[src/rtl/dp_axi_polyvec_loader_pkg.sv]
// Shared constants for the polyvec loader slice.
//   LD_IDLE / LD_LOAD / LD_DONE : loader FSM state encodings
//   DEF_POLY_WORDS              : default beats per poly
//   cnt_width()                 : counter width for a modulus, never below 1 bit
package dp_axi_polyvec_loader_pkg;

  localparam logic [1:0] LD_IDLE = 2'd0;
  localparam logic [1:0] LD_LOAD = 2'd1;
  localparam logic [1:0] LD_DONE = 2'd2;

  localparam int DEF_POLY_WORDS = 512;

  // A counter that only ever holds 0 still needs one bit to exist.
  function automatic int cnt_width(input int n);
    return (n <= 1) ? 1 : $clog2(n);
  endfunction

endpackage

[src/rtl/dp_axi_polyvec_loader_if.sv]
// Coefficient stream in plus bank-parallel write port out, bundled as one bus.
//   s_axis_tvalid/tready/tdata/tlast : beat stream, lane b of tdata feeds bank b
//   o_axi_we     : NUM_BASE_BANK*NUM_POLY write enables, poly-major
//   o_axi_wraddr : per-bank address, all lanes equal
//   o_axi_data   : per-bank write data
// Modports:
//   slave  : the loader (sinks the stream, drives the write port)
//   master : the beat source and the buffer being written
interface dp_axi_polyvec_loader_if #(
  parameter int COE_WIDTH     = 39,
  parameter int ADDR_WIDTH    = 9,
  parameter int NUM_POLY      = 3,
  parameter int NUM_BASE_BANK = 8
);

  logic                                s_axis_tvalid;
  logic                                s_axis_tready;
  logic [COE_WIDTH*NUM_BASE_BANK-1:0]  s_axis_tdata;
  logic                                s_axis_tlast;
  logic [NUM_BASE_BANK*NUM_POLY-1:0]   o_axi_we;
  logic [ADDR_WIDTH*NUM_BASE_BANK-1:0] o_axi_wraddr;
  logic [COE_WIDTH*NUM_BASE_BANK-1:0]  o_axi_data;

  modport slave (
    input  s_axis_tvalid, s_axis_tdata, s_axis_tlast,
    output s_axis_tready, o_axi_we, o_axi_wraddr, o_axi_data
  );

  modport master (
    output s_axis_tvalid, s_axis_tdata, s_axis_tlast,
    input  s_axis_tready, o_axi_we, o_axi_wraddr, o_axi_data
  );

endinterface

[src/rtl/dp_load_addr_gen.sv]
// Nested word/poly counter for the polyvec loader.
//   clk, rst_n : clock, asynchronous active-low reset
//   clr        : restart at word 0 of poly 0 (wins over adv)
//   adv        : step one word; the word count wraps into the poly count
//   addr, poly : current word address and poly index
//   last_word  : addr is the final word of a poly
//   last_poly  : poly is the final poly of the polyvec
module dp_load_addr_gen #(
  parameter int POLY_WORDS = 512,
  parameter int NUM_POLY   = 3,
  parameter int AW         = 9,
  parameter int PW         = 2
) (
  input  logic          clk,
  input  logic          rst_n,
  input  logic          clr,
  input  logic          adv,
  output logic [AW-1:0] addr,
  output logic [PW-1:0] poly,
  output logic          last_word,
  output logic          last_poly
);

  localparam logic [AW-1:0] LAST_ADDR = AW'(POLY_WORDS - 1);
  localparam logic [PW-1:0] LAST_POLY = PW'(NUM_POLY - 1);

  // With POLY_WORDS==1 addr is stuck at 0, last_word is always true and
  // every advance moves on to the next poly.
  assign last_word = (addr == LAST_ADDR);
  assign last_poly = (poly == LAST_POLY);

  // NOTE: state registers use non-blocking assignments so every flop samples
  // pre-edge values regardless of evaluation order.
  always_ff @(posedge clk or negedge rst_n) begin
    if (!rst_n) begin
      addr <= '0;
      poly <= '0;
    end else if (clr) begin
      addr <= '0;
      poly <= '0;
    end else if (adv) begin
      if (last_word) begin
        addr <= '0;
        poly <= last_poly ? '0 : poly + PW'(1);
      end else begin
        addr <= addr + AW'(1);
      end
    end
  end

endmodule

[src/rtl/dp_axi_polyvec_loader.sv]
// Feeds the triple ping-pong polyvec buffer: one accepted beat becomes one
// registered bank-parallel write, polys filled in order, then a one-cycle
// o_done rotates the buffer strictly after the last write has landed.
//   clk, rst_n : clock, asynchronous active-low reset
//   i_start    : request to load one polyvec (ignored while busy)
//   bus        : beat stream in, bank write port out (slave side)
//   o_done     : one-cycle pulse, polyvec fully written
//   o_busy     : from accepted start through the o_done cycle
//   o_err      : sticky framing error (tlast off the final beat, or missing)
module dp_axi_polyvec_loader
  import dp_axi_polyvec_loader_pkg::*;
#(
  parameter int COE_WIDTH     = 39,
  parameter int ADDR_WIDTH    = 9,
  parameter int POLY_WORDS    = DEF_POLY_WORDS,
  parameter int NUM_POLY      = 3,
  parameter int NUM_BASE_BANK = 8
) (
  input  logic                    clk,
  input  logic                    rst_n,
  input  logic                    i_start,
  dp_axi_polyvec_loader_if.slave  bus,
  output logic                    o_done,
  output logic                    o_busy,
  output logic                    o_err
);

  localparam int AW   = cnt_width(POLY_WORDS);
  localparam int PW   = cnt_width(NUM_POLY);
  localparam int WE_W = NUM_BASE_BANK * NUM_POLY;

  localparam logic [WE_W-1:0] BANK_ONES = WE_W'({NUM_BASE_BANK{1'b1}});

  logic [1:0]    state;
  logic [1:0]    state_next;
  logic [AW-1:0] addr_cnt;
  logic [PW-1:0] poly_cnt;
  logic          last_word;
  logic          last_poly;
  logic          start_ok;
  logic          hs;
  logic          final_beat;

  // A start landing on the o_done cycle is dropped so the downstream edge
  // detector always sees o_done low between pulses.
  assign start_ok   = (state == LD_IDLE) && i_start && !o_done;
  assign hs         = (state == LD_LOAD) && bus.s_axis_tvalid;
  assign final_beat = last_word && last_poly;

  assign bus.s_axis_tready = (state == LD_LOAD);
  assign o_busy            = (state != LD_IDLE) || o_done;

  dp_load_addr_gen #(
    .POLY_WORDS (POLY_WORDS),
    .NUM_POLY   (NUM_POLY),
    .AW         (AW),
    .PW         (PW)
  ) u_addr_gen (
    .clk       (clk),
    .rst_n     (rst_n),
    .clr       (start_ok),
    .adv       (hs),
    .addr      (addr_cnt),
    .poly      (poly_cnt),
    .last_word (last_word),
    .last_poly (last_poly)
  );

  // Termination is by count only; tlast feeds nothing but the error flag.
  always_comb begin
    // NOTE: default first so no branch leaves state_next unassigned, which
    // would otherwise infer a latch.
    state_next = state;
    case (state)
      LD_IDLE: if (start_ok)         state_next = LD_LOAD;
      LD_LOAD: if (hs && final_beat) state_next = LD_DONE;
      LD_DONE:                       state_next = LD_IDLE;
      default:                       state_next = LD_IDLE;
    endcase
  end

  always_ff @(posedge clk or negedge rst_n) begin
    if (!rst_n) begin
      // NOTE: the wide wraddr/data registers are reset too: an abandoned load
      // must leave every output at 0, so this datapath is not reset-free.
      state            <= LD_IDLE;
      o_done           <= 1'b0;
      o_err            <= 1'b0;
      bus.o_axi_we     <= '0;
      bus.o_axi_wraddr <= '0;
      bus.o_axi_data   <= '0;
    end else begin
      state  <= state_next;
      // Registered off DONE, so the pulse trails the last write by a cycle.
      o_done <= (state == LD_DONE);

      bus.o_axi_we <= hs ? (BANK_ONES << (poly_cnt * NUM_BASE_BANK)) : '0;
      // Gap cycles hold address and data; only the enables drop.
      if (hs) begin
        bus.o_axi_wraddr <= {NUM_BASE_BANK{ADDR_WIDTH'(addr_cnt)}};
        bus.o_axi_data   <= bus.s_axis_tdata;
      end

      if (start_ok) begin
        o_err <= 1'b0;
      end else if (hs && (bus.s_axis_tlast != final_beat)) begin
        o_err <= 1'b1;
      end
    end
  end

endmodule

[src/flat_wrapper.sv]
// flat-port wrapper written by rule: the top's interface ports become plain ports
module dp_axi_polyvec_loader_flat import dp_axi_polyvec_loader_pkg::*;
#(
  parameter int COE_WIDTH     = 39,
  parameter int ADDR_WIDTH    = 9,
  parameter int POLY_WORDS    = DEF_POLY_WORDS,
  parameter int NUM_POLY      = 3,
  parameter int NUM_BASE_BANK = 8
)
  (clk, rst_n, i_start, o_done, o_busy, o_err, bus_s_axis_tvalid, bus_s_axis_tdata, bus_s_axis_tlast, bus_s_axis_tready, bus_o_axi_we, bus_o_axi_wraddr, bus_o_axi_data);
  dp_axi_polyvec_loader_if #(.COE_WIDTH(COE_WIDTH), .ADDR_WIDTH(ADDR_WIDTH), .NUM_POLY(NUM_POLY), .NUM_BASE_BANK(NUM_BASE_BANK)) bus_i ();
  input  logic clk;
  input  logic rst_n;
  input  logic i_start;
  output logic o_done;
  output logic o_busy;
  output logic o_err;
  input wire logic [$bits(bus_i.s_axis_tvalid)-1:0] bus_s_axis_tvalid;
  input wire logic [$bits(bus_i.s_axis_tdata)-1:0] bus_s_axis_tdata;
  input wire logic [$bits(bus_i.s_axis_tlast)-1:0] bus_s_axis_tlast;
  output wire logic [$bits(bus_i.s_axis_tready)-1:0] bus_s_axis_tready;
  output wire logic [$bits(bus_i.o_axi_we)-1:0] bus_o_axi_we;
  output wire logic [$bits(bus_i.o_axi_wraddr)-1:0] bus_o_axi_wraddr;
  output wire logic [$bits(bus_i.o_axi_data)-1:0] bus_o_axi_data;
  assign bus_i.s_axis_tvalid = bus_s_axis_tvalid;
  assign bus_i.s_axis_tdata = bus_s_axis_tdata;
  assign bus_i.s_axis_tlast = bus_s_axis_tlast;
  assign bus_s_axis_tready = bus_i.s_axis_tready;
  assign bus_o_axi_we = bus_i.o_axi_we;
  assign bus_o_axi_wraddr = bus_i.o_axi_wraddr;
  assign bus_o_axi_data = bus_i.o_axi_data;
  dp_axi_polyvec_loader #(.COE_WIDTH(COE_WIDTH), .ADDR_WIDTH(ADDR_WIDTH), .POLY_WORDS(POLY_WORDS), .NUM_POLY(NUM_POLY), .NUM_BASE_BANK(NUM_BASE_BANK)) u_core (.clk(clk), .rst_n(rst_n), .i_start(i_start), .bus(bus_i), .o_done(o_done), .o_busy(o_busy), .o_err(o_err));
endmodule
[config.mk]
export PLATFORM = sky130hd
export DESIGN_NAME = dp_axi_polyvec_loader_flat
export DESIGN_NICKNAME = d
export VERILOG_FILES = /design/src/rtl/dp_axi_polyvec_loader_pkg.sv /design/src/rtl/dp_axi_polyvec_loader_if.sv /design/src/rtl/dp_load_addr_gen.sv /design/src/rtl/dp_axi_polyvec_loader.sv /design/src/flat_wrapper.sv
export SDC_FILE = /design/constraint.sdc
export NUM_CORES = 1
export LEC_CHECK = 0
export BUFFER_PORTS_ARGS = -buffer_cell sky130_fd_sc_hd__buf_2
export CAP_MARGIN = 20
export CORE_AREA = 2 2 281 283
export CTS_BUF_LIST = sky130_fd_sc_hd__clkbuf_2
export DETAILED_ROUTE_END_ITERATION = 16
export DIE_AREA = 0 0 283 285
export SETUP_SLACK_MARGIN = 0.2
export SLEW_MARGIN = 20
export SYNTH_ARGS = -nofsm -noshare
export SYNTH_HDL_FRONTEND = slang
export SYNTH_HIERARCHICAL = 1
export SYNTH_SLANG_ARGS = --single-unit
[constraint.sdc]
create_clock -name clk -period 1.7 [get_ports clk]
set_clock_uncertainty 0.05 [all_clocks]
set_input_delay 0.34 -clock clk [delete_from_list [all_inputs] [get_ports clk]]
set_output_delay 0.34 -clock clk [all_outputs]
set_load 0.05 [all_outputs]
==> impl_metrics.prom, run 1 <==
# TYPE chip_impl_metric gauge
chip_impl_metric{name="synth.avg_cell_area",unit="um^2"} 17.24
chip_impl_info{name="tool.error",value="[ERROR RSZ-0060] Max buffer count reached."} 1
chip_impl_info{name="synth_area_leader_cell",value="sky130_fd_sc_hd__dfrtp_1"} 1
chip_impl_info{name="synth-main-ff-cell",value="sky130_fd_sc_hd__dfrtp_1"} 1
chip_impl_info{name="synth_top_cells_by_area",value="sky130_fd_sc_hd__dfrtp_1, sky130_fd_sc_hd__mux2_4, sky130_fd_sc_hd__mux2_2, sky130_fd_sc_hd__buf_4, sky130_fd_sc_hd__buf_12"} 1
chip_impl_metric{name="rows",unit=""} 103
chip_impl_info{name="outcome.stop_stage",value="clock tree synthesis (4_1_cts)"} 1
chip_impl_metric{name="htreeDepth",unit=""} 3
chip_impl_info{name="synth_commonest_cells",value="sky130_fd_sc_hd__dfrtp_1, sky130_fd_sc_hd__mux2_4, sky130_fd_sc_hd__mux2_2"} 1
chip_impl_metric{name="cts_num_sinks",unit=""} 339
chip_impl_metric{name="final_weighted_congestion_in_routability_driven_placement",unit=""} 0.9117
chip_impl_info{name="clockRootBuffer",value="sky130_fd_sc_hd__clkbuf_2"} 1
chip_impl_metric{name="hpwlAfterDp",unit="um"} 31210
chip_impl_metric{name="synth.yosys.seq_area_share",unit="%"} 58.50
chip_impl_metric{name="synth-warning-count",unit=""} 6
chip_impl_metric{name="syn_nets",unit=""} 1160
chip_impl_metric{name="cts_max_path_buffers",unit=""} 3
chip_impl_info{name="outcome",value="did not finish"} 1
chip_impl_info{name="synthMostInstantiatedCell",value="sky130_fd_sc_hd__dfrtp_1"} 1
chip_impl_metric{name="share_of_the_synthesized_area_in_the_top_cell_type",unit="%"} 58.50
chip_impl_metric{name="cts_post_setup_buffers_inserted",unit=""} 112
chip_impl_metric{name="placement.io_buffers",unit=""} 728
chip_impl_metric{name="die-height",unit="um"} 285
chip_impl_metric{name="fp.dieW",unit="um"} 283
chip_impl_metric{name="synth_async_sr_flop_share",unit="%"} 100.0
chip_impl_metric{name="cts_inserted_buffers",unit=""} 91
chip_impl_metric{name="cts_hold_repair.buffers",unit=""} 569
chip_impl_metric{name="syn-instance-count",unit=""} 841
chip_impl_metric{name="ioPinCount",unit=""} 729
chip_impl_metric{name="ys_types",unit=""} 32
chip_impl_metric{name="ys_ff_latch",unit=""} 339
chip_impl_metric{name="placed_cells",unit=""} 2565
chip_impl_metric{name="synth.cell_area",unit="um^2"} 14500
chip_impl_metric{name="starting_utilization_of_the_core_area",unit="%"} 18.60
chip_impl_metric{name="postCtsResizedCells",unit=""} 856
chip_impl_metric{name="synth_edf_count",unit=""} 0
==> through the flow <==
step | area (um^2) | hold WS (ps) | worst slack [ps]
floorplan | 14820 | -5.591 | -180.7
global placement | 19080 | 190.9 | -13.47
detailed placement | 19080 | 195.9 | -8.153
==> cell families after synthesis <==
kind of cell,synth area share (%)
flops,58.50
mux,30.51
buf+inv,8.586
simple gates,1.277
compound gates,0.7680
xor+xnor,0.1812
fa+ha+maj,0.1725
==> inputs of run 2 (changes only) <==
--- a/config.mk
+++ b/config.mk
@@ -7,11 +7,10 @@
 export LEC_CHECK = 0
 export BUFFER_PORTS_ARGS = -buffer_cell sky130_fd_sc_hd__buf_2
 export CAP_MARGIN = 20
-export CORE_AREA = 2 2 281 283
-export CTS_BUF_LIST = sky130_fd_sc_hd__clkbuf_2
+export CORE_AREA = 2 2 282 284
 export DETAILED_ROUTE_END_ITERATION = 16
-export DIE_AREA = 0 0 283 285
-export SETUP_SLACK_MARGIN = 0.2
+export DIE_AREA = 0 0 284 286
+export PLACE_DENSITY_LB_ADDON = 0.15
 export SLEW_MARGIN = 20
 export SYNTH_ARGS = -nofsm -noshare
 export SYNTH_HDL_FRONTEND = slang
==> constraint.sdc (replaced) <==
create_clock -name clk -period 2.2 [get_ports clk]
set_clock_uncertainty 0.05 [all_clocks]
set_input_delay 0.44 -clock clk [delete_from_list [all_inputs] [get_ports clk]]
set_output_delay 0.44 -clock clk [all_outputs]
set_load 0.05 [all_outputs]
==> impl_metrics.prom, run 2 <==
# TYPE chip_impl_metric gauge
chip_impl_info{name="outcome",value="finished clean"} 1
chip_impl_info{name="synthMostInstantiatedCell",value="sky130_fd_sc_hd__dfrtp_1"} 1
chip_impl_metric{name="synth-warning-count",unit=""} 6
chip_impl_info{name="final_common_cell",value="sky130_fd_sc_hd__buf_2"} 1
chip_impl_info{name="synth_top_cells_by_area",value="sky130_fd_sc_hd__dfrtp_1, sky130_fd_sc_hd__mux2_4, sky130_fd_sc_hd__mux2_2, sky130_fd_sc_hd__buf_4, sky130_fd_sc_hd__buf_12"} 1
chip_impl_metric{name="cp_data_arrival_time",unit="ps"} 1520
chip_impl_metric{name="combined_area_of_the_multi_input_logic_cells",unit="um^2"} 4772
chip_impl_metric{name="timing.fmax",unit="MHz"} 496.7
chip_impl_metric{name="cap_viol_max_count",unit=""} 0
chip_impl_metric{name="cts_max_path_buffers",unit=""} 3
chip_impl_metric{name="starting_utilization_of_the_core_area",unit="%"} 18.51
chip_impl_metric{name="synth.cell_area",unit="um^2"} 14500
chip_impl_metric{name="cp_slowest_stage_delay",unit="ps"} 420
chip_impl_info{name="rsz0062_at_grt",value="false"} 1
chip_impl_info{name="worst_setup_path_end_kind",value="primary output"} 1
chip_impl_metric{name="filler_cell_count",unit=""} 8323
chip_impl_info{name="layout.cells.most_common_list",value="sky130_fd_sc_hd__buf_2, sky130_fd_sc_hd__dfrtp_1, sky130_fd_sc_hd__mux2_4, sky130_fd_sc_hd__mux2_2, sky130_fd_sc_hd__clkbuf_16"} 1
chip_impl_metric{name="synth.avg_cell_area",unit="um^2"} 17.24
chip_impl_metric{name="floorplan.core_area",unit="um^2"} 78360
chip_impl_metric{name="die-height",unit="um"} 286
chip_impl_metric{name="postCtsResizedCells",unit=""} 0
chip_impl_metric{name="seq_cell_area",unit="um^2"} 8483
chip_impl_metric{name="final-setup-viol-count",unit=""} 0
chip_impl_info{name="crit_path_start_kind",value="flop"} 1
chip_impl_metric{name="synth_async_sr_flop_share",unit="%"} 100.0
chip_impl_metric{name="syn_nets",unit=""} 1160
chip_impl_metric{name="area.growth.synth_to_final",unit="%"} 38.48
chip_impl_metric{name="placement.io_buffers",unit=""} 728
chip_impl_metric{name="post_layout_nonfiller_instances",unit=""} 2608
chip_impl_metric{name="cts.reportedPaths.clkPinSlew",unit="ps"} 60
chip_impl_metric{name="final_core_util",unit="%"} 25.63
chip_impl_metric{name="dr_total_vias",unit=""} 9258
chip_impl_metric{name="syn-instance-count",unit=""} 841
chip_impl_metric{name="detailed_routing_iteration_count_for_the_pre_antenna_repair_pass",unit=""} 4
chip_impl_info{name="synth_commonest_cells",value="sky130_fd_sc_hd__dfrtp_1, sky130_fd_sc_hd__mux2_4, sky130_fd_sc_hd__mux2_2"} 1
chip_impl_metric{name="drive_above_1_share",unit="%"} 74.15
chip_impl_metric{name="grt_use_total",unit="%"} 10.72
chip_impl_metric{name="htreeDepth",unit=""} 2
chip_impl_metric{name="final.period_utilization",unit="%"} 91.51
chip_impl_metric{name="global_route.overflow_total",unit=""} 0
chip_impl_metric{name="ioPinCount",unit=""} 729
chip_impl_info{name="most_flops_register",value="u_core/bus.o_axi_data"} 1
chip_impl_metric{name="worst_ir_drop_vdd",unit="uV"} 743.8
chip_impl_metric{name="slew_viols_final",unit=""} 0
chip_impl_metric{name="fp.dieW",unit="um"} 284
chip_impl_metric{name="dr.first_iter.drc_count",unit=""} 253
chip_impl_metric{name="finalCriticalPeriod",unit="ps"} 2013
chip_impl_info{name="synth-main-ff-cell",value="sky130_fd_sc_hd__dfrtp_1"} 1
chip_impl_metric{name="hpwlAfterDp",unit="um"} 34180
chip_impl_metric{name="rows",unit=""} 103
chip_impl_metric{name="ys_ff_latch",unit=""} 339
chip_impl_metric{name="cts_num_sinks",unit=""} 339
chip_impl_metric{name="placed_cells",unit=""} 2526
chip_impl_info{name="clockRootBuffer",value="sky130_fd_sc_hd__clkbuf_16"} 1
chip_impl_metric{name="drcViolationCount",unit=""} 0
chip_impl_metric{name="grt_first_pass_wirelength",unit="um"} 66680
chip_impl_metric{name="finalNetCount",unit=""} 1841
chip_impl_metric{name="final_weighted_congestion_in_routability_driven_placement",unit=""} 0.7902
chip_impl_metric{name="share_of_the_synthesized_area_in_the_top_cell_type",unit="%"} 58.50
chip_impl_metric{name="power_density",unit="nW/um^2"} 1170
chip_impl_metric{name="final.setup.tns",unit="ps"} 0
chip_impl_metric{name="grt_start_max_net_pins",unit=""} 56
chip_impl_metric{name="worstMarginPinSlew",unit="ps"} 518.2
chip_impl_metric{name="critPathRequiredTime",unit="ps"} 1710
chip_impl_metric{name="synth_edf_count",unit=""} 0
chip_impl_info{name="clock_tree_from_tritoncts",value="done"} 1
chip_impl_info{name="critical_path.cell_chain",value="nor3_1, inv_1, buf_2"} 1
chip_impl_metric{name="synth.yosys.seq_area_share",unit="%"} 58.50
chip_impl_metric{name="route.detailed.wl_per_inst",unit="um"} 17.43
chip_impl_metric{name="power_leakage",unit="nW"} 10.21
chip_impl_metric{name="antenna_violating_nets_post_route",unit=""} 0
chip_impl_metric{name="ys_types",unit=""} 32
chip_impl_metric{name="slew_headroom",unit="%"} 65.45
chip_impl_metric{name="antenna_found_initial",unit=""} 5
chip_impl_metric{name="clock_latency_reported_for_the_late_side_of_the_worst_skew_pair",unit="ps"} 540
chip_impl_metric{name="final-hold-violation-count",unit=""} 0
chip_impl_metric{name="critical_path_peak_fanout",unit=""} 3
chip_impl_info{name="synth_area_leader_cell",value="sky130_fd_sc_hd__dfrtp_1"} 1
chip_impl_info{name="top_regs",value="u_core/bus.o_axi_data: 312 flops, u_core/bus.o_axi_wraddr: 9 flops, u_core/u_addr_gen/addr: 9 flops"} 1
chip_impl_metric{name="viasPerCell",unit=""} 3.550
chip_impl_info{name="timing.setup.critical_path_class",value="reg2out"} 1
chip_impl_info{name="slowest_stage",value="sky130_fd_sc_hd__dfrtp_1"} 1
chip_impl_metric{name="first_global_vias",unit=""} 9972
chip_impl_info{name="hp-class",value="in2reg"} 1
chip_impl_metric{name="routed_wirelength",unit="um"} 45460
chip_impl_metric{name="fp.dieArea",unit="um^2"} 81220
chip_impl_metric{name="max_reg_flops",unit=""} 312
chip_impl_metric{name="cts_inserted_buffers",unit=""} 43
[run 2: cell counts after synthesis]
Identical to the previous run, type by type.
[run 2: area by class of cell]
class                   instances  share of cell area, %
well taps                    1050                  6.543
multi-input cells             377                  23.77
clock inverters                10                 0.4985
clock buffers                  68                  6.786
flip-flops and latches        339                  42.25
diodes                          3                0.03739
repair buffers                757                  19.92
inverters                       4                 0.2056
[run 2: final timing paths]
check | end | cells after the start | slack, ps | from
setup / recovery | o_busy | 3 | 190 | u_core/state[1]$_DFFE_PN0P_
hold / removal | u_core/bus.o_axi_data[174]$_DFFE_PN0P_ | 2 | 60 | bus_s_axis_tdata[174]
setup reg to reg | u_core/u_addr_gen/poly[0]$_DFFE_PN0P_ | 7 | 320 | u_core/u_addr_gen/addr[0]$_DFFE_PN0P_
hold reg to reg | u_core/bus.o_axi_data[246]$_DFFE_PN0P_ | 1 | 450 | u_core/bus.o_axi_data[246]$_DFFE_PN0P_
max in group asynchronous | u_core/bus.o_axi_data[146]$_DFFE_PN0P_ | 3 | 1010 | rst_n
min in group asynchronous | u_core/bus.o_axi_data[109]$_DFFE_PN0P_ | 2 | 380 | rst_n
[run 2: what timing repair did]
action | in CTS | in global routing
setup endpoints to repair | 0 | 0
hold buffers | 1 | 0
buffers inserted | 0 | 0
hold endpoints to repair | 34 | 0
[run 2: per-layer routing]
| layer | routed length [um] | part of all wire [%] | GRT usage (%) |
|---|---|---|---|
| met5 | 30 | 0.066 | 0 |
| met4 | 994 | 2.2 | 3.553 |
| met3 | 3304 | 7.3 | 3.238 |
| met2 | 24550 | 54 | 19.79 |
| met1 | 16580 | 36 | 11.65 |
[run 2: worst max-delay path: cells and delay by family, from the launching register on]
family / cells / cell delay (ps)
buffers and inverters: 2 / 300
flip-flops: 1 / 420
AND/OR/NAND/NOR: 1 / 260
[run 2: logic make-up after synthesis]
kind of cell             synth area share, %
AND/OR/NAND/NOR                        1.277
XOR/XNOR                              0.1812
AO/OA/AOI/OAI                         0.7680
multiplexers                           30.51
flip-flops                             58.50
adder cells (fa/ha/maj)               0.1725
buffers and inverters                  8.586
[run 2: through the flow]
| step | area [um^2] | power, W | hold WS (ps) | worst slack [ps] |
|---|---|---|---|---|
| after floorplan | 14500 | 0.01475 | 94.41 | 232.7 |
| after global placement | 18600 | 0.01643 | 379.1 | 306.6 |
| after detailed placement | 18600 | 0.01643 | 376.2 | 305.7 |
| after CTS | 20070 | 0.02397 | 3.510 | 108.6 |
| after global routing | 20080 | 0.02457 | 17.59 | 45.62 |
| final | 20080 | 0.02349 | 63.82 | 186.9 |
[run 2: report_power, final]
group | internal (W) | leakage [nW] | switching, W | total [W]
clock | 0.00446 | 0.731 | 0.00280 | 0.00726
sequential | 0.00721 | 4.00 | 0.000643 | 0.00785
combinational | 0.00234 | 5.48 | 0.00603 | 0.00837
total | 0.0140 | 10.2 | 0.00948 | 0.0235
Note: power is estimated with default switching activity, not from simulation.
